[config.mk]
export PLATFORM = sky130hd
export DESIGN_NAME = mem_port_arbiter
export DESIGN_NICKNAME = d
export VERILOG_FILES = /design/src/rtl/mem_arb_pkg.sv /design/src/rtl/rr_burst_arbiter.sv /design/src/rtl/mem_port_arbiter.sv
export SDC_FILE = /design/constraint.sdc
export NUM_CORES = 1
export LEC_CHECK = 0
export ABC_AREA = 0
export BUFFER_PORTS_ARGS = -buffer_cell sky130_fd_sc_hd__clkbuf_2
export CORE_AREA = 2 2 363 365
export DETAILED_ROUTE_END_ITERATION = 8
export DIE_AREA = 0 0 365 367
export HOLD_SLACK_MARGIN = 0.08
export MAX_ROUTING_LAYER = met4
export PLACE_DENSITY = 0.32
export SETUP_SLACK_MARGIN = 0.02
export SYNTH_ARGS = -nofsm -noshare
export SYNTH_HDL_FRONTEND = slang
export SYNTH_SLANG_ARGS = --single-unit
export TNS_END_PERCENT = 30
[constraint.sdc]
create_clock -name clk -period 2.7 [get_ports clk]
set_input_delay 0.135 -clock clk [delete_from_list [all_inputs] [get_ports clk]]
set_output_delay 0.135 -clock clk [all_outputs]
set_load 0.05 [all_outputs]
[src/rtl/mem_arb_pkg.sv]
// Shared types and default widths for the data-memory port A arbiter.
//   ADDR_W_DEF / DATA_W_DEF / BURST_MAX_DEF : default geometry
//   mem_req_t   : one requester's access (we, addr, wdata)
//   arb_state_t : arbitration FSM states
package mem_arb_pkg;

   localparam int unsigned ADDR_W_DEF    = 20;
   localparam int unsigned DATA_W_DEF    = 144;
   localparam int unsigned BURST_MAX_DEF = 4;

   typedef struct packed {
      logic                  we;
      logic [ADDR_W_DEF-1:0] addr;
      logic [DATA_W_DEF-1:0] wdata;
   } mem_req_t;

   typedef enum logic [1:0] {
      IDLE = 2'd0,
      OWN0 = 2'd1,
      OWN1 = 2'd2
   } arb_state_t;

endpackage

[src/rtl/rr_burst_arbiter.sv]
// Two-way round-robin arbiter with bounded burst length.
//   clk, rst : clock, synchronous active-high reset
//   req[1:0] : access requests (held until granted)
//   gnt[1:0] : one-hot grant, combinational from req and state
//   winner   : index of the granted requester (valid when |gnt)
module rr_burst_arbiter
   import mem_arb_pkg::*;
#(
   parameter int unsigned BURST_MAX = BURST_MAX_DEF
) (
   input  logic       clk,
   input  logic       rst,
   input  logic [1:0] req,
   output logic [1:0] gnt,
   output logic       winner
);

   localparam int unsigned CW = $clog2(BURST_MAX + 1);
   localparam logic [CW-1:0] CMAX = CW'(BURST_MAX);

   arb_state_t    state;
   logic [CW-1:0] burst_cnt;
   logic          last_owner;
   logic          own;
   logic          keep;

   always_comb begin
      own    = 1'b0;
      keep   = 1'b0;
      winner = 1'b0;
      case (state)
         IDLE: winner = (&req) ? ~last_owner : req[1];
         OWN0, OWN1: begin
            own  = (state == OWN1);
            // owner keeps the port until its burst is spent, unless the other side is idle
            keep = req[own] && ((burst_cnt < CMAX) || !req[~own]);
            winner = keep ? own : ~own;
         end
         default: winner = 1'b0;
      endcase
      gnt = '0;
      if (!rst && (|req))
         gnt = winner ? 2'b10 : 2'b01;
   end

   always_ff @(posedge clk) begin
      if (rst) begin
         state      <= IDLE;
         burst_cnt  <= '0;
         last_owner <= 1'b1;
      end else if (|gnt) begin
         last_owner <= winner;
         state      <= winner ? OWN1 : OWN0;
         if (state == (winner ? OWN1 : OWN0)) begin
            if (burst_cnt != CMAX)
               burst_cnt <= burst_cnt + 1'b1;
         end else begin
            burst_cnt <= CW'(1);
         end
      end else begin
         state     <= IDLE;
         burst_cnt <= '0;
      end
   end

endmodule

[src/rtl/mem_port_arbiter.sv]
// Shares data-memory port A between the vector core LSU (r0) and the loader DMA (r1).
//   clk, rst                       : clock, synchronous active-high reset
//   rX_req/we/addr/wdata           : requester access, held until rX_gnt
//   rX_gnt                         : access accepted this cycle
//   rX_rvalid/rX_rdata             : read return, one cycle after the grant
//   mem_write/mem_addr/mem_wdata   : memory port A drive (zero when idle)
//   mem_rdata                      : memory read data (1-cycle registered)
module mem_port_arbiter
   import mem_arb_pkg::*;
#(
   parameter int unsigned ADDR_W    = ADDR_W_DEF,
   parameter int unsigned DATA_W    = DATA_W_DEF,
   parameter int unsigned BURST_MAX = BURST_MAX_DEF
) (
   input  logic              clk,
   input  logic              rst,
   input  logic              r0_req,
   input  logic              r0_we,
   input  logic [ADDR_W-1:0] r0_addr,
   input  logic [DATA_W-1:0] r0_wdata,
   output logic              r0_gnt,
   output logic              r0_rvalid,
   output logic [DATA_W-1:0] r0_rdata,
   input  logic              r1_req,
   input  logic              r1_we,
   input  logic [ADDR_W-1:0] r1_addr,
   input  logic [DATA_W-1:0] r1_wdata,
   output logic              r1_gnt,
   output logic              r1_rvalid,
   output logic [DATA_W-1:0] r1_rdata,
   output logic              mem_write,
   output logic [ADDR_W-1:0] mem_addr,
   output logic [DATA_W-1:0] mem_wdata,
   input  logic [DATA_W-1:0] mem_rdata
);

   logic [1:0] gnt;
   logic       winner;
   logic       any_gnt;
   logic       w_we;
   logic       rd_valid;
   logic       rd_tag;

   rr_burst_arbiter #(.BURST_MAX(BURST_MAX)) u_arb (
      .clk    (clk),
      .rst    (rst),
      .req    ({r1_req, r0_req}),
      .gnt    (gnt),
      .winner (winner)
   );

   assign r0_gnt  = gnt[0];
   assign r1_gnt  = gnt[1];
   assign any_gnt = |gnt;
   assign w_we    = winner ? r1_we : r0_we;

   always_comb begin
      mem_write = 1'b0;
      mem_addr  = '0;
      mem_wdata = '0;
      if (any_gnt) begin
         mem_write = w_we;
         mem_addr  = winner ? r1_addr  : r0_addr;
         mem_wdata = winner ? r1_wdata : r0_wdata;
      end
   end

   // Tag follows the read through the memory's one-cycle latency; independent of the current grant.
   always_ff @(posedge clk) begin
      if (rst) begin
         rd_valid <= 1'b0;
         rd_tag   <= 1'b0;
      end else begin
         rd_valid <= any_gnt & ~w_we;
         rd_tag   <= winner;
      end
   end

   assign r0_rvalid = rd_valid & ~rd_tag;
   assign r1_rvalid = rd_valid &  rd_tag;
   assign r0_rdata  = r0_rvalid ? mem_rdata : '0;
   assign r1_rdata  = r1_rvalid ? mem_rdata : '0;

endmodule
==> metrics.txt <==
status=completed; max_cap viols=0; CP Class=reg2out; cell taking the most area after synthesis=o211ai_1; worst path required time=approximately 2.6 ns; critical path buffer and inverter count=4; total CTS buffers=3; VDD IR max=0.329 mV; P_sw=4.90 mW; Cell Area, Synth=about 0.0064 mm^2; Tot GR Track Use=approximately 15%; power share of the sequential group=2.3%; top cells by area, synth=o211ai_1 19%, o31ai_1 19%, and2_1 14%; RSZ-0062 raised after global routing=true; layout cells sized above 1=around 58%; Via density=~3.5; period utilisation layout=99.3%; drt initial violations=988; Synth Net Count=1504; vias in the first global route=12.1k; Clk pwr share=under 10%; Pre-Repair DR Iteration Count=5; grt ovf=0; vias post-DR=roughly 13k; Placed Area=0.0159 mm^2; H-tree Lvls=1; area grow syn2layout=159%; Cell Chain, Critical Path=inv_1 > ha_4 > nand2b_4 > a211oi_4 > buf_6 > clkbuf_16 > o31ai_1 > a21oi_1 > buf_12; post-layout min period=2.68 ns; clock transition at the registers of the reported paths=0.04 ns; Worst Skew=0.00208 ns; first-pass GRT wire length=131 mm; Vert. Die Dim=367 um; Leak Pwr=around 7.8 nW; initial antenna violation count=76; CP startpoint kind=register; # rows=133; DPL Wire Length=around 93 mm; Max clock buf depth=2; Yosys reg bits=8; library cells used by synthesis=35; Comb pwr share=94.3%; post-route ant nets=0; Hold Fails Final Rpt=0; initial core utilization=4.92%; Post-Place Setup Slack=0.0384 ns; FMAX=373 MHz; switch share=a little over three fifths; die span in x=roughly 370 um; Final Worst Setup Slack=0.0194 ns; CP top delay family=compound AO/OA/AOI/OAI gates; Int Pwr=about 2.9 mW; CTS Root Cell=clkbuf_16; Critical Path Max Stage Delay=between 0.3 and 0.4 ns; final setup violation count=0; slew margin rel.=57.3%; final instance count without filler cells=roughly 3.7k; power density over the cells=467 mW/mm^2; clk_lat worst skew=0.24 ns; Data arrival, critical path=2.55 ns; gp weighted congestion=0.981; Post-Syn Instances=1021; Slew Limit Fails=0; I/O Pins=about 940; CP endpoint kind=output pin; Hold Path Class=in2reg; ys async rst share=0%; layout net count=2351; largest net degree at the start of global routing=116; Die ar.=0.134 mm^2; max layer used=met4; met1 wire length=between 40 and 50 mm; PortBufs=934; syn_area_per_cell=6.29 um^2; met3 routed WL=9.62 mm; worst-path maximum fanout=12; Sink Count=8; crit path max-delay cell type=dfxtp_4; top cell type's share of synthesized area=19.4%; routed wl met2=52.1 mm; Yosys warnings=0; final instance area=0.0166 mm^2; drc violations=0; Least-Margin Pin Slew=0.640 ns; final WL=108 mm; post-synthesis sequential area ratio=2.49%; DR WL/cell=29.5 um; CORE AREA=0.130 mm^2; number of synthesized flops with an enable pin=0; cell count after placement=3601; Main synth FF type=dfxtp_1; CTS tree=yes
metal layers:
metal	GRT usage, %	up-vias
met5	-	-
met4	1.78	0
met3	3.88	104
met2	25.6	809
met1	18.8	6169
li1	-	5653
worst reg2reg max path, cell delays in order, from the launching register on:
cell,delay (ns)
dfxtp_4,0.36
inv_1,0.08
ha_4,0.28
nand2b_4,0.08
a211oi_4,0.36
buf_6,0.25
buf_12,0.14
clkbuf_16,0.20
o31ai_2,0.14
and3b_1,0.20
power by group through the flow:
stage / Clock (mW) / Combinational [mW] / Sequential, mW
2_1_floorplan: 0 / 3.84 / 0.142
3_3_place_gp: 0 / 7.11 / 0.178
3_5_place_dp: 0 / 7.09 / 0.178
4_1_cts: 0.265 / 7.17 / 0.176
5_1_grt: 0.272 / 7.66 / 0.182
6_report: 0.262 / 7.32 / 0.177
state kept, by name, summed over array words and instances, names as in the netlist:
register and cells:
u_arb.state 2, u_arb.last_owner 1, rd_tag 1, rd_valid 1, u_arb.burst_cnt 3
placed cells by master, fill, tap and decap left out, types with 2 or more instances in the layout:
cell | Yosys | layout
and3_1 | 144 | 144
clkbuf_2 | 0 | 733
a21oi_2 | 0 | 29
o31ai_1 | 166 | 161
dfxtp_4 | 0 | 3
o31ai_2 | 0 | 5
nor2_1 | 7 | 7
clkbuf_4 | 1 | 15
nand2_1 | 5 | 5
a211oi_4 | 2 | 2
o211ai_1 | 166 | 166
ha_1 | 5 | 3
buf_16 | 0 | 4
diode_2 | 0 | 34
and2_1 | 145 | 145
ha_4 | 0 | 2
buf_6 | 0 | 4
clkbuf_16 | 0 | 8
a21oi_1 | 165 | 135
dfxtp_1 | 8 | 4
inv_1 | 5 | 4
buf_12 | 0 | 189
buf_2 | 32 | 8
buf_4 | 17 | 63
nor2b_1 | 4 | 2
synthesized netlist by cell type, drive strengths merged, types with 2 or more instances:
library cell,n
nand2b,2
nor3,2
o31ai,166
and2,145
clkbuf,130
ha,5
nor2,7
o211ai,166
nand2,5
a21oi,165
and3,144
inv,5
dfxtp,8
a211oi,2
nor2b,4
buf,50
cell type report:
class	instances	area, um^2
Fill cell	15300	114000
Timing Repair Buffer	1022	8390
Multi-Input combinational cell	828	5680
Tap cell	1755	2200
Sequential cell	8	173
Antenna cell	34	85.1
Clock buffer	4	78.8
Inverter	5	18.8
worst paths after layout:
kind | startpoint | endpoint | slack, ns | cells after the start
worst max register to register | u_arb.state[1]$_SDFF_PP0_ | rd_valid$_SDFF_PP0_ | 0.50 | 9
worst min register to register | u_arb.burst_cnt[1]$_SDFFE_PP0N_ | u_arb.burst_cnt[1]$_SDFFE_PP0N_ | 0.50 | 2
worst max-delay path | u_arb.state[1]$_SDFF_PP0_ | mem_wdata[7] | 0.02 | 9
worst min-delay path | rst | rd_tag$_SDFF_PP0_ | 0.23 | 2
per-stage QoR:
step | power, mW | hold WS, ns | utilization [%] | setup TNS, ns
3_3_place_gp | 7.29 | 0.496 | 12.2 | 0
2_1_floorplan | 3.98 | 0.207 | - | 0
4_1_cts | 7.61 | 0.251 | 12.4 | -0.0866
5_1_grt | 8.11 | 0.247 | 12.7 | -0.178
3_5_place_dp | 7.26 | 0.495 | 12.2 | 0
6_report | 7.76 | 0.228 | 12.7 | 0
logic make-up (layout without fill, tap and decap cells):
kind of cell	after synthesis	in the layout	share of synthesized area [%]
compound gates	507	507	53.5
xor+xnor	2	2	0.273
flops	8	8	2.49
fa+ha+maj	5	5	0.974
other cells	0	34	0
buf+inv	185	1031	12.5
simple gates	314	314	30.3
repair_timing:
action | 4_1_cts | 5_1_grt
hold buffers | 0 | 0
setup endpoints to repair | 68 | 145
setup buffers | 4 | 7
gates cloned | 1 | 5
gates resized for setup | 18 | 108
pin swaps | 7 | 19
Note: power is estimated with default switching activity, not from simulation.
